## src/rtl/ccd_phase_generator.sv

```systemverilog
// ccd_phase_generator: CCD parallel/serial clock phase sequencer.
// Optional reset-gate output o_phi_rg when CCD_PHASE_RG_EN is defined.
module ccd_phase_generator #(
  parameter int N_PIXELS  = 16,
  parameter int N_LINES   = 8,
  parameter int HALF_PER  = 2,
  parameter int PHI_P_LEN = 3,
  parameter int PIX_W     = (N_PIXELS > 1) ? $clog2(N_PIXELS) : 1,
  parameter int LIN_W     = (N_LINES > 1) ? $clog2(N_LINES) : 1
) (
  input  logic             i_clk,
  input  logic             i_rst_n,
  input  logic             i_start,
  input  logic             i_continuous,
  input  logic             i_abort,
  output logic             o_phi_p,
  output logic             o_phi_l1,
  output logic             o_phi_l2,
  output logic             o_enable,
  output logic [PIX_W-1:0] o_pixel_cnt,
  output logic [LIN_W-1:0] o_line_cnt,
  output logic             o_busy,
`ifdef CCD_PHASE_RG_EN
  output logic             o_phi_rg,
`endif
  output logic             o_frame_done
);

  localparam int PIX_T = 2 * HALF_PER;
  localparam int TMAX  = (PHI_P_LEN > PIX_T) ? PHI_P_LEN : PIX_T;
  localparam int TW    = (TMAX > 1) ? $clog2(TMAX) : 1;

  localparam logic [TW-1:0]    T_PXF  = TW'(PHI_P_LEN - 1);
  localparam logic [TW-1:0]    T_SET  = TW'(HALF_PER - 1);
  localparam logic [TW-1:0]    T_PIX  = TW'(PIX_T - 1);
  localparam logic [TW-1:0]    T_HALF = TW'(HALF_PER);
  localparam logic [PIX_W-1:0] P_LAST = PIX_W'(N_PIXELS - 1);
  localparam logic [LIN_W-1:0] L_LAST = LIN_W'(N_LINES - 1);

  typedef enum logic [2:0] {
    IDLE,
    PXFER,
    SETTLE,
    SERIAL,
    DONE
  } state_e;

  state_e           state_q, state_d;
  logic [TW-1:0]    tcnt_q, tcnt_d;
  logic [PIX_W-1:0] pix_q, pix_d;
  logic [LIN_W-1:0] line_q, line_d;

  logic phi_p_q, phi_p_d;
  logic l1_q, l1_d;
  logic en_q, en_d;
  logic busy_q, busy_d;
  logic done_q, done_d;
`ifdef CCD_PHASE_RG_EN
  logic rg_q, rg_d;
`endif

  always_ff @(posedge i_clk or negedge i_rst_n) begin
    if (!i_rst_n) begin
      state_q <= IDLE;
      tcnt_q  <= '0;
      pix_q   <= '0;
      line_q  <= '0;
      phi_p_q <= 1'b0;
      l1_q    <= 1'b1;
      en_q    <= 1'b0;
      busy_q  <= 1'b0;
      done_q  <= 1'b0;
`ifdef CCD_PHASE_RG_EN
      rg_q    <= 1'b0;
`endif
    end else begin
      state_q <= state_d;
      tcnt_q  <= tcnt_d;
      pix_q   <= pix_d;
      line_q  <= line_d;
      phi_p_q <= phi_p_d;
      l1_q    <= l1_d;
      en_q    <= en_d;
      busy_q  <= busy_d;
      done_q  <= done_d;
`ifdef CCD_PHASE_RG_EN
      rg_q    <= rg_d;
`endif
    end
  end

  always_comb begin
    state_d = state_q;
    tcnt_d  = tcnt_q;
    pix_d   = pix_q;
    line_d  = line_q;
    if (i_abort) begin
      state_d = IDLE;
      tcnt_d  = '0;
      pix_d   = '0;
      line_d  = '0;
    end else begin
      unique case (state_q)
        IDLE: begin
          if (i_start) begin
            state_d = PXFER;
            tcnt_d  = '0;
          end
        end
        PXFER: begin
          if (tcnt_q == T_PXF) begin
            state_d = SETTLE;
            tcnt_d  = '0;
          end else begin
            tcnt_d = tcnt_q + 1'b1;
          end
        end
        SETTLE: begin
          if (tcnt_q == T_SET) begin
            state_d = SERIAL;
            tcnt_d  = '0;
            pix_d   = '0;
          end else begin
            tcnt_d = tcnt_q + 1'b1;
          end
        end
        SERIAL: begin
          if (tcnt_q != T_PIX) begin
            tcnt_d = tcnt_q + 1'b1;
          end else begin
            tcnt_d = '0;
            if (pix_q != P_LAST) begin
              pix_d = pix_q + 1'b1;
            end else begin
              pix_d = '0;
              if (line_q == L_LAST) begin
                state_d = DONE;
                line_d  = '0;
              end else begin
                state_d = PXFER;
                line_d  = line_q + 1'b1;
              end
            end
          end
        end
        DONE: begin
          state_d = i_continuous ? PXFER : IDLE;
          tcnt_d  = '0;
          pix_d   = '0;
          line_d  = '0;
        end
        default: begin
          state_d = IDLE;
          tcnt_d  = '0;
          pix_d   = '0;
          line_d  = '0;
        end
      endcase
    end
  end

  // Outputs are decoded from the next state so they land in flops.
  always_comb begin
    phi_p_d = (state_d == PXFER);
    en_d    = (state_d == SERIAL);
    l1_d    = !(en_d && (tcnt_d < T_HALF));
    busy_d  = (state_d != IDLE);
    done_d  = (state_d == DONE);
`ifdef CCD_PHASE_RG_EN
    rg_d    = en_d && (tcnt_d == T_HALF);
`endif
  end

  assign o_phi_p      = phi_p_q;
  assign o_phi_l1     = l1_q;
  assign o_phi_l2     = ~l1_q;
  assign o_enable     = en_q;
  assign o_pixel_cnt  = pix_q;
  assign o_line_cnt   = line_q;
  assign o_busy       = busy_q;
  assign o_frame_done = done_q;
`ifdef CCD_PHASE_RG_EN
  assign o_phi_rg     = rg_q;
`endif

endmodule

```

## config.mk

```make
export PLATFORM = sky130hd
export DESIGN_NAME = ccd_phase_generator
export DESIGN_NICKNAME = d
export VERILOG_FILES = /design/src/rtl/ccd_phase_generator.sv
export SDC_FILE = /design/constraint.sdc
export NUM_CORES = 1
export LEC_CHECK = 0
export CORE_MARGIN = 10
export CORE_UTILIZATION = 40
export CTS_BUF_LIST = sky130_fd_sc_hd__clkbuf_4 sky130_fd_sc_hd__clkbuf_8
export CTS_CLUSTER_DIAMETER = 60
export DETAILED_ROUTE_END_ITERATION = 10
export DONT_BUFFER_PORTS = 1
export HOLD_SLACK_MARGIN = 0.1
export SETUP_SLACK_MARGIN = 0.3
export SLEW_MARGIN = 0
export SYNTH_ARGS = -nofsm -noshare
export SYNTH_HDL_FRONTEND = slang
export SYNTH_SLANG_ARGS = --single-unit
```

## constraint.sdc

```tcl
create_clock -name i_clk -period 1.8 [get_ports i_clk]
set_input_delay 0.27 -clock i_clk [delete_from_list [all_inputs] [get_ports i_clk]]
set_output_delay 0.27 -clock i_clk [all_outputs]
set_load 0.03 [all_outputs]
```

## After elaboration in Yosys (flattened, before gate mapping)

Index checks and enable logic that the tools add are counted.

| word-level totals | value |
|---|---|
| word-level logic and storage cells | 64 |
| register bits | 17 |
| input port bits | 5 |

| cells by class | value |
|---|---|
| add/subtract/negate cells | 3 |
| reduce and logical (&&, ||, !) cells | 8 |
| equal/unequal tests | 17 |
| bitwise logic cells | 1 |
| $lt $le $gt $ge | 1 |
| muxes and demuxes | 25 |

Operator list:

| kind | count |
|---|---|
| 3-bit two-way mux | 11 |
| 4-bit two-way mux | 4 |
| 3-bit case mux with 5 select lines | 1 |
| 4-bit case mux with 3 select lines | 1 |
| 2-bit two-way mux | 5 |
| 3-bit by 2-bit equality test with 1-bit output (second input constant) | 3 |
| 3-bit equality test (second input constant) | 3 |
| 3-bit inequality test (second input constant) | 3 |
| 2-bit case mux with 4 select lines | 1 |
| 3-bit by 1-bit equality test with 1-bit output (second input constant) | 2 |
| 3-bit case mux with 2 select lines | 1 |
| 3-bit AND reduction | 2 |
| 4-bit by 1-bit adder with 4-bit output (second input constant) | 1 |
| 2-bit by 1-bit inequality test with 1-bit output (second input constant) | 2 |
| 4-bit inequality test (second input constant) | 1 |
| 3-bit by 1-bit adder with 3-bit output (second input constant) | 1 |
| 3-bit logical NOT | 1 |
| 3-bit nonzero test | 1 |
| 3-bit OR reduction | 1 |
| 2-bit by 1-bit adder with 2-bit output (second input constant) | 1 |
| 2-bit by 1-bit equality test with 1-bit output (second input constant) | 1 |
| 2-bit equality test (second input constant) | 1 |
| 2-bit < comparator (second input constant) | 1 |
| 2-bit inequality test (second input constant) | 1 |
| other kinds (5) | 5 |

## Depth between registers and ports, before layout

| logic depth | value |
|---|---|
| depth after elaboration | 9 |
| mapped depth | 6 |

## Least setup slack after synthesis

Ideal clock, no wire load.

| timing | value |
|---|---|
| path kind | register to register |
| start point | register pix_q[0] (netlist: o_pixel_cnt[0]) |
| end point | register busy_q (netlist: o_busy) |
| setup time | 0.131 ns |
| stages on the path, launching flop included | 6 |
| buffers on the path | 0 |
| setup slack | -0.096 ns |
| arrival | 1.764 ns |
| required time | 1.669 ns |
| cell sequence | dfrtp_1 > ha_1 > and4_4 > a311oi_1 > o2111a_2 > or3_1 |

| on the way | value |
|---|---|
| word-level cells in the longest chain between the ends | 6 |

Ends and longest elaborated chain:

| what | RTL line | text |
|---|---|---|
| start: declaration | 50 | `logic [PIX_W-1:0] pix_q, pix_d;` |
| start signal: assignment | 79 | `pix_q <= pix_d;` |
| 4-bit inequality test | 132 | `if (pix_q != P_LAST) begin` |
| 3-bit two-way mux | 132 |  |
| 3-bit two-way mux | 128 | `if (tcnt_q != T_PIX) begin` |
| 3-bit case mux with 5 select lines | 103 | `unique case (state_q)` |
| 3-bit two-way mux | 97 | `if (i_abort) begin` |
| net state_d[0] | 48 | `state_e state_q, state_d;` |
| 3-bit nonzero test | 167 | `busy_d = (state_d != IDLE);` |
| net busy_d | 56 | `logic busy_q, busy_d;` |
| end signal: assignment | 84 | `busy_q <= busy_d;` |
| end: declaration | 56 |  |

The timed path passes the listed nets, and every way through them passes these cells.
A chain may end at the register's enable or synchronous reset.

## Final worst setup path

| timing | value |
|---|---|
| start point | register tcnt_q[1] |
| end point | register l1_q (netlist: o_phi_l1) |

| on the way | value |
|---|---|
| word-level cells in the longest chain between the ends | 7 |

Ends and longest elaborated chain:

| what | RTL line | text |
|---|---|---|
| start: declaration | 49 | `logic [TW-1:0] tcnt_q, tcnt_d;` |
| start signal: assignment | 78 | `tcnt_q <= tcnt_d;` |
| 2-bit by 1-bit adder with 2-bit output (tied with other cells) | 115, 124, 129 |  |
| 2-bit two-way mux (tied with other cells) | 128 |  |
| 2-bit case mux with 4 select lines or 3-bit case mux with 5 select lines (tied branches) | 103 |  |
| 2-bit two-way mux or 3-bit two-way mux (tied branches) | 97 |  |
| 2-bit < comparator or 3-bit by 2-bit equality test with 1-bit output (tied branches) | 166, 165 |  |
| 1-bit logical AND * | 166 | `l1_d = !(en_d && (tcnt_d < T_HALF));` |
| 1-bit logical NOT * | 166 |  |
| net l1_d | 54 | `logic l1_q, l1_d;` |
| end signal: assignment | 82 | `l1_q <= l1_d;` |
| end: declaration | 54 |  |

The timed path passes the listed nets; every way through them passes the cells marked *.

==> flow_summary.json <==
{
  "status": "finished clean",
  "synth_nets": 107,
  "drt_iter0_drc": 47,
  "die_area_sq_um": 4939,
  "r2r_cells": 6,
  "clkSinkCount": 17,
  "gr-max-usage-layer": "met2",
  "ys_seq_area_share_pct": 42.20,
  "utilization_pct": 55.20,
  "worstHoldPathType": "in2reg",
  "ys_seq_elements": 17,
  "grt_start_max_net_pins": 18,
  "fin_crit_sh_pct": 94.70,
  "endpoint_kind": "flop",
  "final_common_cell": "buf_4",
  "clkTransAtPathRegs_ns": 0.10,
  "met2_usage_pct": 15.77,
  "grt_use_met1_pct": 10.54,
  "num_rows": 18,
  "drt_wl_total_microns": 2379,
  "cts_buffers": 3,
  "synth_edf_count": 0,
  "rsz0062_at_grt": "yes",
  "ys_types": 34,
  "skew_ns": 0.005430,
  "worst_pin_slew_ns": 0.7598,
  "coreArea_sq_um": 2455,
  "clkLatencyLatePin_ns": 0.29,
  "r2r_end": "o_phi_l1$_DFF_PN1_",
  "path_cells": "buf_6 > ha_4 > nor2b_4 > a311oi_4 > o21ai_1 > or3b_1",
  "root_buffer": "clkbuf_4",
  "nNetsFinal": 135,
  "rr_startpoint": "tcnt_q[1]$_DFF_PN0_",
  "cp_slowest_stage_delay_ns": 0.46,
  "path_max_fanout": 4,
  "syn-cell-area_sq_um": 1011,
  "routedWlPerCell_microns": 15.86,
  "required_ns": 2.02,
  "ioPinCount": 18,
  "antenna_cells": 0,
  "min_to": "state_q[0]$_DFF_PN0_",
  "slew_viol_final": 0,
  "worstHoldPathCells": 2,
  "slew_headroom_pct": 49.18,
  "syn_to_final_growth_pct": 34.03,
  "crit_type": "reg2reg",
  "maxCapViolCount": 0,
  "grt_pass1_wl_microns": 3760,
  "via_count": 786,
  "synth_flop_cell": "dfrtp_1",
  "clock_path_buffers": 2,
  "viasPerCell": 5.240,
  "ctsHtreeMaxLevel": 1,
  "timing_hold_violations_final": 0,
  "dpl.hpwl_microns": 1622,
  "finalCriticalPeriod_ns": 1.705,
  "dr.pass1.iters": 2,
  "first_global_vias": 777,
  "initial_core_util_pct": 41.18,
  "crit_path_start": "tcnt_q[1]$_DFF_PN0_",
  "met3_usage_pct": 3.955,
  "place.gp.congestion": 0.8667,
  "drc": 0,
  "yosys_warnings": 0,
  "tns_ns": 0,
  "io_buffers": 0,
  "die_h_microns": 70.28,
  "cts_tree": "built",
  "nFillCells": 206,
  "grt_usage_pct": 9.315,
  "powerDensity_nw_per_um2": 528.1,
  "critPathSlowestCell": "dfrtp_2",
  "cp-start-kind": "flop",
  "antenna_found_initial": 0,
  "async_flop_share_pct": 100.0,
  "dpl-instance-area_sq_um": 1122,
  "r2r_slack_ns": 0.1,
  "leakage_nw": 0.6136,
  "setup_violations": 0,
  "synthCells": 93,
  "grt_remaining_overflow": 0,
  "die_w_microns": 70.28,
  "peakVddDrop_uv": 423.6,
  "drive_gt1_share_pct": 50.83,
  "final_cell_mix": "buf_4 (25), dfrtp_1 (10), nor2_1 (8), mux2i_1 (6), dfrtp_2 (6)",
  "avgSynthCellArea_sq_um": 10.87,
  "worstPathArrival_ns": 1.92,
  "hp-start": "i_abort",
  "max_freq_mhz": 586.7,
  "postRouteAntennaNets": 0,
  "fin_area_sq_um": 1355
}
## logic make-up (layout without fill, tap and decap cells)
group                    Yosys count  after routing  share of synthesized area [%]
AO/OA/AOI/OAI                     20             20                          13.49
flip-flops                        17             17                          42.20
AND/OR/NAND/NOR                   31             31                          19.80
multiplexers                       7              7                          7.055
buffers and inverters              9             36                          6.312
adder cells (fa/ha/maj)            9              9                          11.14
## sequential cells by signal, indices dropped and copies added, names as in the netlist
register	cells
tcnt_q	2
state_q	3
o_phi_l1	1
o_busy	1
o_frame_done	1
o_phi_p	1
o_line_cnt	3
o_enable	1
o_pixel_cnt	4
## layout make-up
| class | instances | area, sq um | area share [%] |
|---|---|---|---|
| timing repair buffer | 27 | 209.0 | 15.42 |
| inverter | 5 | 18.77 | 1.385 |
| clock buffer | 3 | 22.52 | 1.662 |
| sequential | 17 | 434.2 | 32.04 |
| tap | 30 | 37.54 | 2.770 |
| multi-input combinational | 67 | 628.1 | 46.35 |
| clock inverter | 1 | 5.005 | 0.3693 |
## power breakdown
part / internal (mW) / total [mW] / switching [mW]
clock network: 0.0826 / 0.201 / 0.118
registers: 0.392 / 0.412 / 0.0205
logic: 0.0485 / 0.103 / 0.0544
## through the flow
stage          instances  hold WS [ns]  total power [mW]  setup WS, ns
2_1_floorplan         93      -0.02559            0.4688       0.04573
3_3_place_gp         132      -0.02494            0.4822       0.05313
3_5_place_dp         132      -0.02496            0.4836       0.03161
4_1_cts              142        0.1801            0.7070        0.1143
5_1_grt              150        0.1706            0.7530       0.01407
6_report             150        0.1931            0.7156       0.09544
## worst max-delay path by stage
stage	to
after floorplan	o_phi_l1$_DFF_PN1_
final	o_phi_l1$_DFF_PN1_
after CTS	o_busy$_DFF_PN0_
after global routing	o_phi_l1$_DFF_PN1_
after global placement	o_phi_l1$_DFF_PN1_
after detailed placement	o_phi_l1$_DFF_PN1_
## synth_stat cells (2+ instances only)
cell type	instances	area (sq um)
and3_2	3	22.52
o21ai_0	5	25.02
buf_6	4	45.04
a211oi_1	4	30.03
inv_1	5	18.77
nor3_1	2	10.01
ha_1	9	112.6
a21oi_1	4	20.02
mux2i_1	6	60.06
dfrtp_1	16	400.4
nand2_1	3	11.26
nor2b_1	2	12.51
nor2_1	8	30.03
nor3b_1	2	15.01
## timing repair
item / in CTS / in global routing
cloned: 0 / 0
endpoints found under the hold margin: 17 / 0
hold buffers: 1 / 0
pin swaps: 9 / 6
gates resized for setup: 11 / 14
buffers inserted: 5 / 8
setup endpoints to repair: 12 / 13
## critical path, delay by kind of cell, from the launching register on
kind,cells,cell delay (ns)
compound gates,2,0.40
fa+ha+maj,1,0.15
buf+inv,1,0.14
flops,1,0.46
simple gates,2,0.48
## per-layer routing
layer	share of wire (%)	vias to the layer above
li1	-	393
met1	44	376
met2	50	15
met3	4.6	2
met4	0.71	0
met5	0	-
(Power assumes the default switching activity.)
